==> config.mk <==
export PLATFORM = sky130hd
export DESIGN_NAME = idx_to_coord
export DESIGN_NICKNAME = d
export VERILOG_FILES = /design/src/rtl/oled_pkg.sv /design/src/rtl/div_by_const.sv /design/src/rtl/idx_to_coord.sv
export SDC_FILE = /design/constraint.sdc
export NUM_CORES = 1
export LEC_CHECK = 0
export ABC_AREA = 1
export BUFFER_PORTS_ARGS = -buffer_cell sky130_fd_sc_hd__buf_2
export CORE_UTILIZATION = 60
export DETAILED_ROUTE_END_ITERATION = 10
export PLACE_DENSITY = 0.81
export SLEW_MARGIN = 20
export SYNTH_ARGS = -nofsm -noshare
export SYNTH_HDL_FRONTEND = slang
export SYNTH_SLANG_ARGS = --single-unit
==> constraint.sdc <==
create_clock -name clock -period 7.8 [get_ports clock]
set_input_delay 0.39 -clock clock [delete_from_list [all_inputs] [get_ports clock]]
set_output_delay 0.39 -clock clock [all_outputs]
set_load 0.02 [all_outputs]
==> src/rtl/oled_pkg.sv <==
// Shared OLED display geometry defaults used by the pixel-coordinate logic.
package oled_pkg;

  localparam int DEF_DISP_W   = 96;
  localparam int DEF_DISP_H   = 64;
  localparam int DEF_IDX_W    = 13;
  localparam int DEF_BOARD_X0 = 16;
  localparam int DEF_SQ       = 8;

endpackage

==> src/rtl/div_by_const.sv <==
// Combinational divide by a constant: quotient by reciprocal multiply and shift,
// remainder by back-multiplying the quotient.
module div_by_const
  import oled_pkg::*;
#(
  parameter int IDX_W   = DEF_IDX_W,
  parameter int DIVISOR = DEF_DISP_W
) (
  input  logic [IDX_W-1:0] dividend_i,
  output logic [IDX_W-1:0] quotient_o,
  output logic [IDX_W-1:0] remainder_o
);

  // With shift = IDX_W + ceil(log2 d) and mult = ceil(2^shift / d), the
  // truncated product equals floor(n/d) for every IDX_W-bit n.
  localparam int L  = $clog2(DIVISOR);
  localparam int S  = IDX_W + L;
  localparam int PW = 2 * IDX_W + 2;

  localparam logic [63:0]       M64   = ((64'd1 << S) + 64'(DIVISOR) - 64'd1) / 64'(DIVISOR);
  localparam logic [PW-1:0]     MULT  = PW'(M64);
  localparam logic [IDX_W-1:0]  DIV_C = IDX_W'(DIVISOR);

  logic [PW-1:0] product;

  assign product     = PW'(dividend_i) * MULT;
  assign quotient_o  = IDX_W'(product >> S);
  assign remainder_o = dividend_i - quotient_o * DIV_C;

endmodule

==> src/rtl/idx_to_coord.sv <==
// Row-major pixel index to (x, y) and 8x8 board square, registered, latency 1.
// Optional IDX_TO_COORD_RANGE_CHECK_EN clamps indices beyond the display.
module idx_to_coord
  import oled_pkg::*;
#(
  parameter int DISP_W   = DEF_DISP_W,
  parameter int DISP_H   = DEF_DISP_H,
  parameter int IDX_W    = DEF_IDX_W,
  parameter int BOARD_X0 = DEF_BOARD_X0,
  parameter int SQ       = DEF_SQ
) (
  input  logic             clock,
  input  logic             reset,
  input  logic             in_valid,
  input  logic [IDX_W-1:0] pix_index,
  output logic             out_valid,
  output logic [IDX_W-1:0] x,
  output logic [IDX_W-1:0] y,
  output logic             on_board,
  output logic [2:0]       sq_col,
  output logic [2:0]       sq_row,
  output logic             in_range
);

  localparam logic [IDX_W-1:0] BX0 = IDX_W'(BOARD_X0);
  localparam logic [IDX_W-1:0] BX1 = IDX_W'(BOARD_X0 + 8 * SQ);
  localparam logic [IDX_W-1:0] BY1 = IDX_W'(8 * SQ);

  if (DISP_W * DISP_H > (1 << IDX_W)) begin : g_bad_geometry
    $error("idx_to_coord: display does not fit in the index width");
  end

  logic [IDX_W-1:0] x_raw, y_raw;
  logic [IDX_W-1:0] x_d, y_d, x_off;
  logic             on_board_d, in_range_d;
  logic [2:0]       sq_col_d, sq_row_d;

  logic             out_valid_q;
  logic [IDX_W-1:0] x_q, y_q;
  logic             on_board_q, in_range_q;
  logic [2:0]       sq_col_q, sq_row_q;

  div_by_const #(
    .IDX_W   (IDX_W),
    .DIVISOR (DISP_W)
  ) u_div (
    .dividend_i  (pix_index),
    .quotient_o  (y_raw),
    .remainder_o (x_raw)
  );

  // Square index from a board-relative offset via threshold compares; offset < 8*SQ.
  function automatic logic [2:0] sq_index(input logic [IDX_W-1:0] off);
    logic [2:0] r;
    r = '0;
    for (int k = 1; k < 8; k++) begin
      if (off >= IDX_W'(k * SQ)) r = 3'(k);
    end
    return r;
  endfunction

  always_comb begin
    x_d        = x_raw;
    y_d        = y_raw;
    in_range_d = 1'b1;
`ifdef IDX_TO_COORD_RANGE_CHECK_EN
    if ({1'b0, pix_index} >= (IDX_W + 1)'(DISP_W * DISP_H)) begin
      x_d        = IDX_W'(DISP_W - 1);
      y_d        = IDX_W'(DISP_H - 1);
      in_range_d = 1'b0;
    end
`endif
    on_board_d = in_range_d && (x_d >= BX0) && (x_d < BX1) && (y_d < BY1);
    x_off      = x_d - BX0;
    sq_col_d   = on_board_d ? sq_index(x_off) : 3'd0;
    sq_row_d   = on_board_d ? sq_index(y_d) : 3'd0;
  end

  always_ff @(posedge clock) begin
    if (reset) begin
      out_valid_q <= 1'b0;
      x_q         <= '0;
      y_q         <= '0;
      on_board_q  <= 1'b0;
      sq_col_q    <= '0;
      sq_row_q    <= '0;
      in_range_q  <= 1'b1;
    end else begin
      out_valid_q <= in_valid;
      if (in_valid) begin
        x_q        <= x_d;
        y_q        <= y_d;
        on_board_q <= on_board_d;
        sq_col_q   <= sq_col_d;
        sq_row_q   <= sq_row_d;
        in_range_q <= in_range_d;
      end
    end
  end

  assign out_valid = out_valid_q;
  assign x         = x_q;
  assign y         = y_q;
  assign on_board  = on_board_q;
  assign sq_col    = sq_col_q;
  assign sq_row    = sq_row_q;
  assign in_range  = in_range_q;

endmodule

==> metrics.csv <==
stage,metric,value,unit
cts,cts_hold_repair.buffers,0,
final_layout,finish.utilization,66.95,%
hold_path,origin_of_the_worst_min_delay_path,pix_index[1],
global_routing,first_global_vias,4417,
logic_synthesis,yosysSeqAreaShare,11.38,%
sta,timing.final.hold_violations,0,
worst_setup_path,rr_worst_depth,4,
global_routing,antenna_found_initial,0,
worst_setup_path,critical-path-top-cell-by-count,sky130_fd_sc_hd__nand2_1,
sta,postLayoutSetupSlackWorst,568.6,ps
logic_synthesis,synth_cell_types,35,
logic_synthesis,yosys_warnings,0,
worst_setup_path,crit_path_max_fanout,4,
logic_synthesis,yosys_most_used_dff,sky130_fd_sc_hd__dfxtp_1,
logic_synthesis,post_synthesis_cell_count,672,
final_layout,final_nets,870,
worst_setup_path,cp_data_required_time,8010,ps
worst_setup_path,crit_path_kind,in2reg,
placement,place.gp.congestion,0.8856,
die,die_area,8574,um2
cts,cts_buffer_depth,2,
global_routing,grtUsageTotal,27.57,%
worst_setup_path,critical_path.reg2reg.endpoint,y[4],
cts,clkSinkCount,28,
routing,first_pass_iters,4,
worst_setup_path,critical_path.startpoint_type,input pin,
final_layout,register_area,560.5,um2
worst_setup_path,crit_path_end_kind,flip-flop,
routing,route.antenna.remaining_nets,0,
cts,number_of_clock_buffers_inserted_by_tritoncts,3,
cts,cts_repair_resize_count,0,
sta,max_slew_headroom,63.21,%
sta,final.period_utilization,92.71,%
final_layout,area_growth_syn_to_layout,6.682,%
die,overall_die_width,92.60,um
cts,clockRootBuffer,sky130_fd_sc_hd__clkbuf_8,
sta,grt_setup_unrepaired,false,
die,core_area,7848,um2
routing,routedWlPerCell,13.13,um
global_routing,largest_net_degree_at_the_start_of_global_routing,38,
global_routing,grt_remaining_overflow,0,
die,die_height,92.60,um
hold_path,min_delay_path_depth,3,
sta,final.min_clock_period,7231,ps
logic_synthesis,synthesis.area,4925,um2
sta,fmaxAchievable,138.3,MHz
sta,clock-skew-final,0,ps
die,initial_utilization,62.76,%
cts,cts_htree_levels,1,
sta,setup_total_negative_slack,0,ps
hold_path,timing.hold.worst_endpoint,x[1],
worst_setup_path,crit_path_slowest_cell,sky130_fd_sc_hd__fa_1,
worst_setup_path,setup.reg_to_reg.worst_slack,7110,ps
cts,cts.clk_slew.worst_paths,80,ps
routing,dr_total_vias,4156,
final_layout,layout.filler_cells,715,
global_routing,wire_length_of_the_first_global_routing_pass,18.96,mm
sta,slew_of_the_pin_with_the_lowest_slew_margin,551.8,ps
routing,drt_iter0_markers,150,
sta,setup_violations,0,
logic_synthesis,syn_area_per_cell,7.328,um2
hold_path,path_class_of_the_lowest_slack_min_delay_path,in2reg,
logic_synthesis,synth-edff-count,0,
final_layout,fraction_of_final_layout_cells_with_drive_strength_greater_than_1,10.28,%
sta,pins_over_slew_limit,0,
final_layout,multi_input_comb_area,3622,um2
logic_synthesis,synthesized_flop_and_latch_total,28,
placement,post-dp-hpwl,9.439,mm
cts,postCtsSetupBuffers,0,
routing,wl,10.66,mm
status,status,completed,
job,maxCapViolations,0,
cts,worstSkewPairLatency,270,ps
worst_setup_path,crit-reg2reg-launch,y[4],
die,fp-row-count,32,
routing,drc,0,
routing,viasPerCell,5.118,
worst_setup_path,critPathMaxStageDelay,570,ps
cts,tritoncts_clock_tree,done,
die,design.portCount,51,
placement,io_buf_count,43,
final_layout,n_antenna_cell,0,
placement,pre_cts_ws,224.4,ps
logic_synthesis,synth-async-reset-ratio,0,%
worst_setup_path,critPathArrivalTime,7440,ps
## critical path: cells and delay by family
family	cells	cell delay, ps
buffers and inverters	7	630
adders and majority gates	8	3460
and+or+nand+nor	17	1470
xor gates and xnor gates	2	340
AOI/OAI and AO/OA	7	1140
## through the flow
stage	hold WS, ps	instances	instance area, um2
6_report	421.8	812	5254
5_1_grt	435.6	812	5254
4_1_cts	421.2	812	5253
3_5_place_dp	458.6	809	5211
3_3_place_gp	456.4	809	5211
2_1_floorplan	544.8	677	4943
## kinds of logic after synthesis
| logic type | Yosys count | share of synthesized area, % |
|---|---|---|
| AO/OA/AOI/OAI | 76 | 8.892 |
| XOR/XNOR | 12 | 2.439 |
| AND/OR/NAND/NOR | 218 | 18.42 |
| other | 2 | 0.1525 |
| buffers and inverters | 194 | 15.47 |
| adder cells (fa/ha/maj) | 142 | 43.24 |
| flip-flops | 28 | 11.38 |
## flip-flops by register name, summed over array words and instances, names as in the netlist
name,flops
on_board,1
x,13
sq_row,3
out_valid,1
sq_col,3
y,7
## layer usage
metal  GRT usage [%]  vias to the layer above  routed length (um)
li1                -                     2112                   -
met1           33.49                     1915                4810
met2           50.74                      104                5137
met3           3.202                       25                 456
met4           8.073                        0                 254
met5               0                        -                   0
## synth_stat cells, types with 6 or more instances
master	count	area share, %
sky130_fd_sc_hd__nor2_1	37	2.8
sky130_fd_sc_hd__ha_1	95	24
sky130_fd_sc_hd__o211ai_1	6	0.91
sky130_fd_sc_hd__inv_1	175	13
sky130_fd_sc_hd__nand2_1	134	10
sky130_fd_sc_hd__xor2_1	7	1.2
sky130_fd_sc_hd__buf_4	7	1.1
sky130_fd_sc_hd__nand3_1	22	2.2
sky130_fd_sc_hd__dfxtp_1	28	11
sky130_fd_sc_hd__nand2_2	7	0.89
sky130_fd_sc_hd__clkbuf_1	6	0.46
sky130_fd_sc_hd__o21ai_0	23	2.3
sky130_fd_sc_hd__a21oi_1	33	3.4
sky130_fd_sc_hd__a21oi_2	6	1.1
sky130_fd_sc_hd__fa_1	47	19
## layout by cell type, fill, tap and decap left out, types with 22 or more instances in the layout
cell                      netlist  routed
sky130_fd_sc_hd__nand3_1       22      22
sky130_fd_sc_hd__fa_1          47      47
sky130_fd_sc_hd__dfxtp_1       28      28
sky130_fd_sc_hd__a21oi_1       33      33
sky130_fd_sc_hd__nor2_1        37      37
sky130_fd_sc_hd__buf_2          0      43
sky130_fd_sc_hd__inv_1        175     175
sky130_fd_sc_hd__nand2_1      134     134
sky130_fd_sc_hd__o21ai_0       23      23
sky130_fd_sc_hd__ha_1          95      95
## layout make-up
cell class,instances,share of cell area (%)
sequential,28,10.67
timing repair buffer,45,4.382
multi-input combinational,455,68.94
inverter,179,12.79
tap,102,2.429
clock buffer,3,0.7859
## how the worst max path moves through the flow
| stage | depth (start not counted) | slack [ps] | from | to |
|---|---|---|---|---|
| final | 41 | 570 | pix_index[7] | sq_col[1] |
| after detailed placement | 40 | 220 | pix_index[9] | sq_row[1] |
| after CTS | 40 | 470 | pix_index[9] | sq_row[1] |
| after floorplan | 39 | 850 | pix_index[7] | sq_col[0] |
| after global placement | 40 | 480 | pix_index[9] | sq_col[1] |
| after global routing | 42 | 20 | pix_index[9] | sq_col[1] |
Power is not shown: default switching activity piles up to over one toggle a cycle in this logic, so the estimate is an artifact.
